## config.mk

```make
export PLATFORM = sky130hd
export DESIGN_NAME = instruction_fetch_stage_flat
export DESIGN_NICKNAME = d
export VERILOG_FILES = /design/src/rtl/instruction_fetch_stage_if.sv /design/src/rtl/instruction_fetch_stage.sv /design/src/flat_wrapper.sv
export SDC_FILE = /design/constraint.sdc
export NUM_CORES = 2
export LEC_CHECK = 0
export CAP_MARGIN = 10
export CELL_PAD_IN_SITES_DETAIL_PLACEMENT = 0
export CELL_PAD_IN_SITES_GLOBAL_PLACEMENT = 2
export CORE_AREA = 2 2 484 390
export DETAILED_ROUTE_END_ITERATION = 10
export DIE_AREA = 0 0 486 392
export DONT_BUFFER_PORTS = 1
export PLACE_DENSITY = 0.77
export SETUP_SLACK_MARGIN = 0.15
export SLEW_MARGIN = 20
export SYNTH_ARGS = -nofsm -noshare
export SYNTH_HDL_FRONTEND = slang
export SYNTH_SLANG_ARGS = --single-unit
```

## constraint.sdc

```tcl
create_clock -name clk -period 3.4 [get_ports clk]
set_input_delay 0.51 -clock clk [delete_from_list [all_inputs] [get_ports clk]]
set_output_delay 0.51 -clock clk [all_outputs]
set_load 0.02 [all_outputs]
```

## src/rtl/instruction_fetch_stage_if.sv

```systemverilog
// Fetch-stage bus: Program_Counter side (pc_in / next_pc / select_branch),
// downstream control (branch, stall, flush), imem load port and IF/ID outputs.
//   master : the surrounding pipeline / bench that drives pc_in, controls, imem writes
//   slave  : instruction_fetch_stage
`timescale 1ns/1ps
interface instruction_fetch_stage_if #(
    parameter int unsigned ADDR_W     = 32,
    parameter int unsigned IMEM_DEPTH = 64
);
    localparam int unsigned IDX_W = $clog2(IMEM_DEPTH);

    logic [ADDR_W-1:0] pc_in;
    logic              branch_taken;
    logic [ADDR_W-1:0] branch_target;
    logic              stall;
    logic              flush;
    logic              imem_we;
    logic [IDX_W-1:0]  imem_waddr;
    logic [31:0]       imem_wdata;
    logic [ADDR_W-1:0] next_pc;
    logic              select_branch;
    logic [31:0]       instr_out;
    logic [ADDR_W-1:0] pc_out;
    logic              valid_out;
    logic              misaligned;
    logic              halted;

    modport master (
        output pc_in, branch_taken, branch_target, stall, flush,
        output imem_we, imem_waddr, imem_wdata,
        input  next_pc, select_branch, instr_out, pc_out, valid_out, misaligned, halted
    );

    modport slave (
        input  pc_in, branch_taken, branch_target, stall, flush,
        input  imem_we, imem_waddr, imem_wdata,
        output next_pc, select_branch, instr_out, pc_out, valid_out, misaligned, halted
    );
endinterface

```

## src/rtl/instruction_fetch_stage.sv

```systemverilog
// Instruction fetch stage sitting directly after Program_Counter.
// Reads pc_in, fetches a word from a local word-addressed imem into the IF/ID
// register and produces next_pc / select_branch (combinational) for the PC.
// FSM: IDLE (one cycle, requests RESET_PC) -> RUN -> HALT (left only by reset).
// Ports:
//   clk, rst        clock, synchronous active-low reset
//   bus (slave)     pc_in, branch_taken/target, stall, flush, imem write port,
//                   next_pc, select_branch, instr_out, pc_out, valid_out,
//                   misaligned, halted
//   fetch_count,    present only when FETCH_STATS_EN is defined: count of
//   stall_count     valid captures and of RUN cycles stalled without a branch
`timescale 1ns/1ps
module instruction_fetch_stage #(
    parameter int unsigned       ADDR_W     = 32,
    parameter int unsigned       IMEM_DEPTH = 64,
    parameter int unsigned       PC_STEP    = 4,
    parameter logic [ADDR_W-1:0] RESET_PC   = '0,
    parameter logic [31:0]       HALT_WORD  = 32'hFFFF_FFFF
) (
    input logic                      clk,
    input logic                      rst,
    instruction_fetch_stage_if.slave bus
`ifdef FETCH_STATS_EN
    ,
    output logic [31:0]              fetch_count,
    output logic [31:0]              stall_count
`endif
);
    localparam int unsigned IDX_W = $clog2(IMEM_DEPTH);

    typedef enum logic [1:0] {StIdle, StRun, StHalt} state_e;

    state_e state_q, state_d;

    logic [31:0]       imem [IMEM_DEPTH];
    logic [31:0]       rd_word;
    logic              capture;

    logic [31:0]       instr_q, instr_d;
    logic [ADDR_W-1:0] pc_q, pc_d;
    logic              valid_q, valid_d;
    logic              mis_q, mis_d;

    logic [ADDR_W-1:0] next_pc;
    logic              select_branch;

    // Upper PC bits are dropped, so the memory wraps modulo IMEM_DEPTH words.
    // Misaligned PCs simply use the truncated word index.
    assign rd_word = imem[bus.pc_in[IDX_W+1:2]];
    assign capture = (state_q == StRun) && !bus.flush && !bus.branch_taken && !bus.stall;

    // Synchronous write; a same-cycle read of the written word sees the old data.
    always_ff @(posedge clk) begin
        if (bus.imem_we) begin
            imem[bus.imem_waddr] <= bus.imem_wdata;
        end
    end

    always_comb begin
        state_d       = state_q;
        next_pc       = bus.pc_in;
        select_branch = 1'b0;
        instr_d       = instr_q;
        pc_d          = pc_q;
        valid_d       = valid_q;
        mis_d         = mis_q;
        unique case (state_q)
            StIdle: begin
                next_pc       = RESET_PC;
                select_branch = 1'b1;
                state_d       = StRun;
            end
            StRun: begin
                // A branch overrides a stall.
                if (bus.branch_taken) begin
                    next_pc       = bus.branch_target;
                    select_branch = 1'b1;
                end else if (bus.stall) begin
                    next_pc = bus.pc_in;
                end else begin
                    next_pc = bus.pc_in + ADDR_W'(PC_STEP);
                end

                if (bus.flush || bus.branch_taken) begin
                    valid_d = 1'b0;
                    instr_d = '0;
                end else if (capture) begin
                    instr_d = rd_word;
                    pc_d    = bus.pc_in;
                    mis_d   = |bus.pc_in[1:0];
                    // The halt word is latched for visibility but never presented as valid.
                    if (rd_word == HALT_WORD) begin
                        valid_d = 1'b0;
                        state_d = StHalt;
                    end else begin
                        valid_d = 1'b1;
                    end
                end
            end
            StHalt: begin
                valid_d = 1'b0;
            end
            default: begin
                state_d = StIdle;
            end
        endcase
    end

    always_ff @(posedge clk) begin
        if (!rst) begin
            state_q <= StIdle;
            instr_q <= '0;
            pc_q    <= '0;
            valid_q <= 1'b0;
            mis_q   <= 1'b0;
        end else begin
            state_q <= state_d;
            instr_q <= instr_d;
            pc_q    <= pc_d;
            valid_q <= valid_d;
            mis_q   <= mis_d;
        end
    end

    assign bus.next_pc       = next_pc;
    assign bus.select_branch = select_branch;
    assign bus.instr_out     = instr_q;
    assign bus.pc_out        = pc_q;
    assign bus.valid_out     = valid_q;
    assign bus.misaligned    = mis_q;
    assign bus.halted        = (state_q == StHalt);

`ifdef FETCH_STATS_EN
    logic fetch_inc;
    logic stall_inc;

    assign fetch_inc = capture && (rd_word != HALT_WORD);
    assign stall_inc = (state_q == StRun) && bus.stall && !bus.branch_taken;

    always_ff @(posedge clk) begin
        if (!rst) begin
            fetch_count <= '0;
            stall_count <= '0;
        end else begin
            if (fetch_inc) begin
                fetch_count <= fetch_count + 32'd1;
            end
            if (stall_inc) begin
                stall_count <= stall_count + 32'd1;
            end
        end
    end
`endif
endmodule

```

## src/flat_wrapper.sv

```systemverilog
// flat-port wrapper written by rule: the top's interface ports become plain ports
module instruction_fetch_stage_flat 
#(
    parameter int unsigned       ADDR_W     = 32,
    parameter int unsigned       IMEM_DEPTH = 64,
    parameter int unsigned       PC_STEP    = 4,
    parameter logic [ADDR_W-1:0] RESET_PC   = '0,
    parameter logic [31:0]       HALT_WORD  = 32'hFFFF_FFFF
)
  (clk, rst, bus_pc_in, bus_branch_taken, bus_branch_target, bus_stall, bus_flush, bus_imem_we, bus_imem_waddr, bus_imem_wdata, bus_next_pc, bus_select_branch, bus_instr_out, bus_pc_out, bus_valid_out, bus_misaligned, bus_halted);
  instruction_fetch_stage_if #(.ADDR_W(ADDR_W), .IMEM_DEPTH(IMEM_DEPTH)) bus_i ();
  input logic clk;
  input logic rst;
  input wire logic [$bits(bus_i.pc_in)-1:0] bus_pc_in;
  input wire logic [$bits(bus_i.branch_taken)-1:0] bus_branch_taken;
  input wire logic [$bits(bus_i.branch_target)-1:0] bus_branch_target;
  input wire logic [$bits(bus_i.stall)-1:0] bus_stall;
  input wire logic [$bits(bus_i.flush)-1:0] bus_flush;
  input wire logic [$bits(bus_i.imem_we)-1:0] bus_imem_we;
  input wire logic [$bits(bus_i.imem_waddr)-1:0] bus_imem_waddr;
  input wire logic [$bits(bus_i.imem_wdata)-1:0] bus_imem_wdata;
  output wire logic [$bits(bus_i.next_pc)-1:0] bus_next_pc;
  output wire logic [$bits(bus_i.select_branch)-1:0] bus_select_branch;
  output wire logic [$bits(bus_i.instr_out)-1:0] bus_instr_out;
  output wire logic [$bits(bus_i.pc_out)-1:0] bus_pc_out;
  output wire logic [$bits(bus_i.valid_out)-1:0] bus_valid_out;
  output wire logic [$bits(bus_i.misaligned)-1:0] bus_misaligned;
  output wire logic [$bits(bus_i.halted)-1:0] bus_halted;
  assign bus_i.pc_in = bus_pc_in;
  assign bus_i.branch_taken = bus_branch_taken;
  assign bus_i.branch_target = bus_branch_target;
  assign bus_i.stall = bus_stall;
  assign bus_i.flush = bus_flush;
  assign bus_i.imem_we = bus_imem_we;
  assign bus_i.imem_waddr = bus_imem_waddr;
  assign bus_i.imem_wdata = bus_imem_wdata;
  assign bus_next_pc = bus_i.next_pc;
  assign bus_select_branch = bus_i.select_branch;
  assign bus_instr_out = bus_i.instr_out;
  assign bus_pc_out = bus_i.pc_out;
  assign bus_valid_out = bus_i.valid_out;
  assign bus_misaligned = bus_i.misaligned;
  assign bus_halted = bus_i.halted;
  instruction_fetch_stage #(.ADDR_W(ADDR_W), .IMEM_DEPTH(IMEM_DEPTH), .PC_STEP(PC_STEP), .RESET_PC(RESET_PC), .HALT_WORD(HALT_WORD)) u_core (.clk(clk), .rst(rst), .bus(bus_i));
endmodule
```

[After elaboration in Yosys (flattened, before gate mapping)]
Memories as Yosys holds them, arrays and structs flattened.
Index checks and enable logic that the tools add are counted.
Operators by class
  bitwise gates (word level): 2
  equality and inequality tests: 7
  multiplexer cells: 17
  add/sub/neg operators: 1
  reduce and logical (&&, ||, !) cells: 15
Operators by type and width (count)
  two-way mux 32 bit: 4
  case mux 32 bit (2 select lines): 1
  adder 32 x 3 -> 32 bit, second input constant: 1
  equality test 32 bit, second input constant: 1
  two-way mux 1 bit: 6
  two-way mux 2 bit: 3
  case mux 2 bit (3 select lines): 1
  inequality test 2 bit, second input constant: 2
  case mux 1 bit (2 select lines): 2
  AND reduction 2 bit: 2
  AND reduction 4 bit: 1
  nonzero test 2 bit: 2
  logical AND 1 bit: 3
  zero test 1 bit: 3
  inequality test 3 x 2 -> 1 bit, second input constant: 1
  AND reduction 3 bit: 1
  equality test 2 x 1 -> 1 bit, second input constant: 1
  equality test 2 bit, second input constant: 1
  zero test 2 bit: 1
  inequality test 2 x 1 -> 1 bit, second input constant: 1
  NOT 1 bit: 2
  OR reduction 2 bit: 1
  logical OR 1 bit: 1
Storage, ports and cells
  output and inout bits: 100
  memories kept: 1
  RAM bits: 2048
  input port bits: 108
  bits in registers: 68
  logic and storage cells: 48
Memory list
  u_core.imem: depth 64, width 32, read ports 1, clocked after memory_dff 0, wr ports 1, RTL line instruction_fetch_stage.sv:35  | logic [31:0] imem [IMEM_DEPTH];

[Depth between registers and ports, before layout]
  word-level depth: 7
  gate-level depth with buffers: 18
  gate-level depth less buffers: 11

[Worst setup path before layout]
No wires, ideal clock.
  kind: input -> register
  start point: input bus_imem_waddr[3]
  end point: memory u_core.imem[48][0], enable pin
  path slack: -270 ps
  setup time: 461 ps
  cell stages on the path: 4
  arrival: 3209 ps
  buffers on the path: 1
  data required time: 2939 ps
  cells stage by stage: clkbuf_1 nor2b_1 nand4b_1 nor3_1
RTL lines
  start: declaration: RTL line flat_wrapper.sv:20  | input wire logic [$bits(bus_i.imem_waddr)-1:0] bus_imem_waddr;
  end: declaration: RTL line instruction_fetch_stage.sv:35
Straight into the memory's write port.

[Worst setup path after layout]
  start point: input bus_pc_in[4]
  end point: register u_core.valid_q, in the netlist u_core.bus.valid_out
On the way
  word-level cells in the longest chain between the ends: 6
RTL lines
  start: declaration: RTL line flat_wrapper.sv:14  | input wire logic [$bits(bus_i.pc_in)-1:0] bus_pc_in;
  memory read (64 x 32 bit)
  equality test 32 bit: RTL line instruction_fetch_stage.sv:92  | if (rd_word == HALT_WORD) begin
  two-way mux 1 bit: RTL line instruction_fetch_stage.sv:92
  two-way mux 1 bit: RTL line instruction_fetch_stage.sv:87  | end else if (capture) begin
  two-way mux 1 bit: RTL line instruction_fetch_stage.sv:84  | if (bus.flush || bus.branch_taken) begin
  case mux 1 bit (2 select lines): RTL line instruction_fetch_stage.sv:67  | unique case (state_q)
  end signal: assignment: RTL line instruction_fetch_stage.sv:120  | valid_q <= valid_d;
  end: declaration: RTL line instruction_fetch_stage.sv:41  | logic valid_q, valid_d;
No other way between the ends. The select of a mux whose other input is x is not followed.
A chain may end at the register's enable or synchronous reset.

==> flow_metrics.tcl <==
set metrics [dict create \
    post-place-ws_ns -1.16 \
    stdcell_area_um2 97100 \
    worst_pin_slew_ns 0.889 \
    syn_area_um2 83000 \
    rsz0062_at_grt "yes" \
    fin_nets 4719 \
    critPathMostFrequentCell "buf_4" \
    path_class "in2reg" \
    critical_path.slowest_cell "nor2_4" \
    worst_slack_ns 0.0362 \
    dr.first_iter.drc_count 6858 \
    fmaxAchievable_ghz 0.297 \
    synth_flop_cell "edfxtp_1" \
    grt_pass1_wl_um 329000 \
    first_pass_iters 5 \
    totalWireLength_um 245000 \
    cts.sinks 2116 \
    slowest_delay_ns 0.72 \
    irDropWorstVdd_v 0.000475 \
    fin_skew_ns 0.0530 \
    syn_area_per_cell_um2 20.0 \
    synth_fp_nets 4271 \
    worstSetupEndpointType "register" \
    critPathBufInv 2 \
    crit_path_max_fanout 211 \
    grt_max_degree 593 \
    final_common_cell "edfxtp_1" \
    dpl-instance-area_um2 88400 \
    rows 142 \
    grt_pass1_vias 42231 \
    track_usage 0.247 \
    fill_cells 14462 \
    power.density_nw_per_um2 572 \
    dp_hpwl_um 136000 \
    drive_above_1_share 0.263 \
    status "complete, no violations" \
    portBuffers 0 \
    async_reset_ff_frac 0 \
    cp_top_family "simple AND/OR/NAND/NOR gates" \
    finalHoldViolations 0 \
    critPathLaunchType "input pin" \
    gr-total-overflow 0 \
    syn_inst 4159 \
    path_clk_slew_ns 0.07 \
    clock_latency_ns 0.86 \
    layout_common_cells "edfxtp_1 (2048), mux4_2 (368), buf_4 (355)" \
    critical_path.cell_chain "nor2_4 > buf_4 > a22oi_1 > a31oi_1 > a221oi_4 > a21oi_1 > nor4_2 > nand4b_2 > nor4_4 > buf_4 > or4b_1 > a21boi_1" \
    clk_path_buf_depth 3 \
    cp.arrival_ns 4.16 \
    hp-class "in2reg" \
    ios 208 \
    coreArea_um2 186000 \
    antenna_found_initial 20 \
    drc 0 \
    synth_area_leader_cell "edfxtp_1" \
    yosysTopAreaCellShare 0.741 \
    synth-edff-count 2048 \
    num_vias 44619 \
    cts_root_buffer "clkbuf_16" \
    yosys_register_bits 2116 \
    setup_viol 0 \
    final.min_clock_period_ns 3.36 \
    vias_per_cell 6.17 \
    required_ns 4.19 \
    synth_seq_area_share 0.757 \
    h-tree-depth 4 \
    power_leakage_nw 31.7 \
    cts_tree "built" \
    drv_slew 0 \
    die_y_um 392 \
    place.gp.congestion 0.851 \
    avgRoutedWirePerCell_um 33.8 \
    slew_headroom 0.405 \
    ys_types 70 \
    holdWs_ns 0.0212 \
    postRouteAntennaNets 0 \
    die_w_um 486 \
    initial_core_util 0.446 \
    cts_inserted_buffers 199 \
    synth.area.top_cells "edfxtp_1 (74%), mux4_2 (10%), mux2i_1 (3.9%)" \
    finalCritPeriodShare 0.989 \
    dieArea_um2 191000 \
    drv_cap 0 \
    area_growth_pct 17.0 \
    yosys_warnings 0 \
]
==> cells in the mapped netlist, types with 11 or more instances <==
cell type	number
edfxtp_1	2048
mux4_2	368
mux2i_1	322
nand2_1	203
nor2_1	112
o21ai_0	112
a22oi_1	100
clkbuf_1	94
a21oi_1	86
dfxtp_1	68
buf_6	54
a221oi_1	48
nand3_1	48
buf_4	43
a22o_1	40
buf_2	38
a21boi_0	35
a31oi_1	34
mux2_2	32
nor2b_1	30
o22ai_1	25
o221ai_1	22
mux4_1	19
and2_1	18
and3_1	17
inv_1	11
nor3_1	11
==> cell type report <==
| class | count | area, um^2 | share of cell area |
|---|---|---|---|
| Inverter | 14 | 53.8 | 0.000554 |
| Sequential cell | 2116 | 62900 | 0.647 |
| Tap cell | 2448 | 3060 | 0.0315 |
| Timing Repair Buffer | 496 | 5500 | 0.0566 |
| Clock inverter | 112 | 1200 | 0.0124 |
| Multi-Input combinational cell | 1780 | 19200 | 0.197 |
| Antenna cell | 7 | 17.5 | 0.000180 |
| Clock buffer | 253 | 5250 | 0.0540 |
==> kinds of logic (layout without fill, tap and decap cells) <==
kind of cell,after synthesis,after routing,share of synthesized area
and+or+nand+nor,479,479,0.0265
muxes,741,741,0.149
AOI/OAI and AO/OA,556,556,0.0457
adders and majority gates,4,4,0.000603
DFF,2116,2116,0.757
buffers and inverters,263,875,0.0211
other,0,7,0
==> per-stage QoR <==
| stage | TNS [ns] | cells | power [mW] | utilization |
|---|---|---|---|---|
| 3_5_place_dp | -3.50 | 6749 | 32.7 | 0.475 |
| 3_3_place_gp | -3.30 | 6749 | 32.6 | 0.475 |
| 6_report | 0 | 7226 | 55.6 | 0.522 |
| 4_1_cts | 0 | 7185 | 55.3 | 0.517 |
| 2_1_floorplan | -0.0575 | 4159 | 31.6 | - |
| 5_1_grt | 0 | 7222 | 57.0 | 0.522 |
==> what timing repair did <==
action                                 in CTS  in global routing
hold buffers                               71                  1
gates cloned                                0                 18
endpoints found under the hold margin    2116                  1
pin swaps                                   0                 13
resized for setup                          12                 34
setup endpoints to repair                  26                 52
buffers inserted                            0                  7
==> final timing paths <==
path | endpoint | slack [ns] | cells past startpoint | from
max reg2reg | u_core.bus.valid_out | 0.17 | 12 | u_core.imem[3][6]
max | u_core.bus.valid_out | 0.04 | 12 | bus_pc_in[4]
min | u_core.imem[20][13] | 0.02 | 1 | bus_imem_wdata[13]
min reg2reg | u_core.state_q[1] | 0.52 | 2 | u_core.state_q[1]
==> power by group <==
group	total (mW)	leakage, nW	internal (mW)	switching, mW
sequential	28.9	19.0	28.8	0.119
combinational	4.35	9.55	1.66	2.69
clock	22.3	3.13	12.5	9.77
==> layer usage <==
| metal | vias up | GRT usage | share of wire |
|---|---|---|---|
| met1 | 23807 | 0.366 | 0.41 |
| met2 | 2369 | 0.364 | 0.45 |
| met3 | 281 | 0.0609 | 0.11 |
| met4 | 2 | 0.0677 | 0.025 |
| met5 | - | 0 | 0.000082 |
| li1 | 18160 | - | - |
==> flip-flops by register name, summed over array words and instances (netlist names) <==
name,count
u_core.bus.valid_out,1
u_core.bus.misaligned,1
u_core.bus.pc_out,32
u_core.bus.instr_out,32
u_core.state_q,2
u_core.imem,2048
No activity file was read; power rests on OpenSTA's default activity.
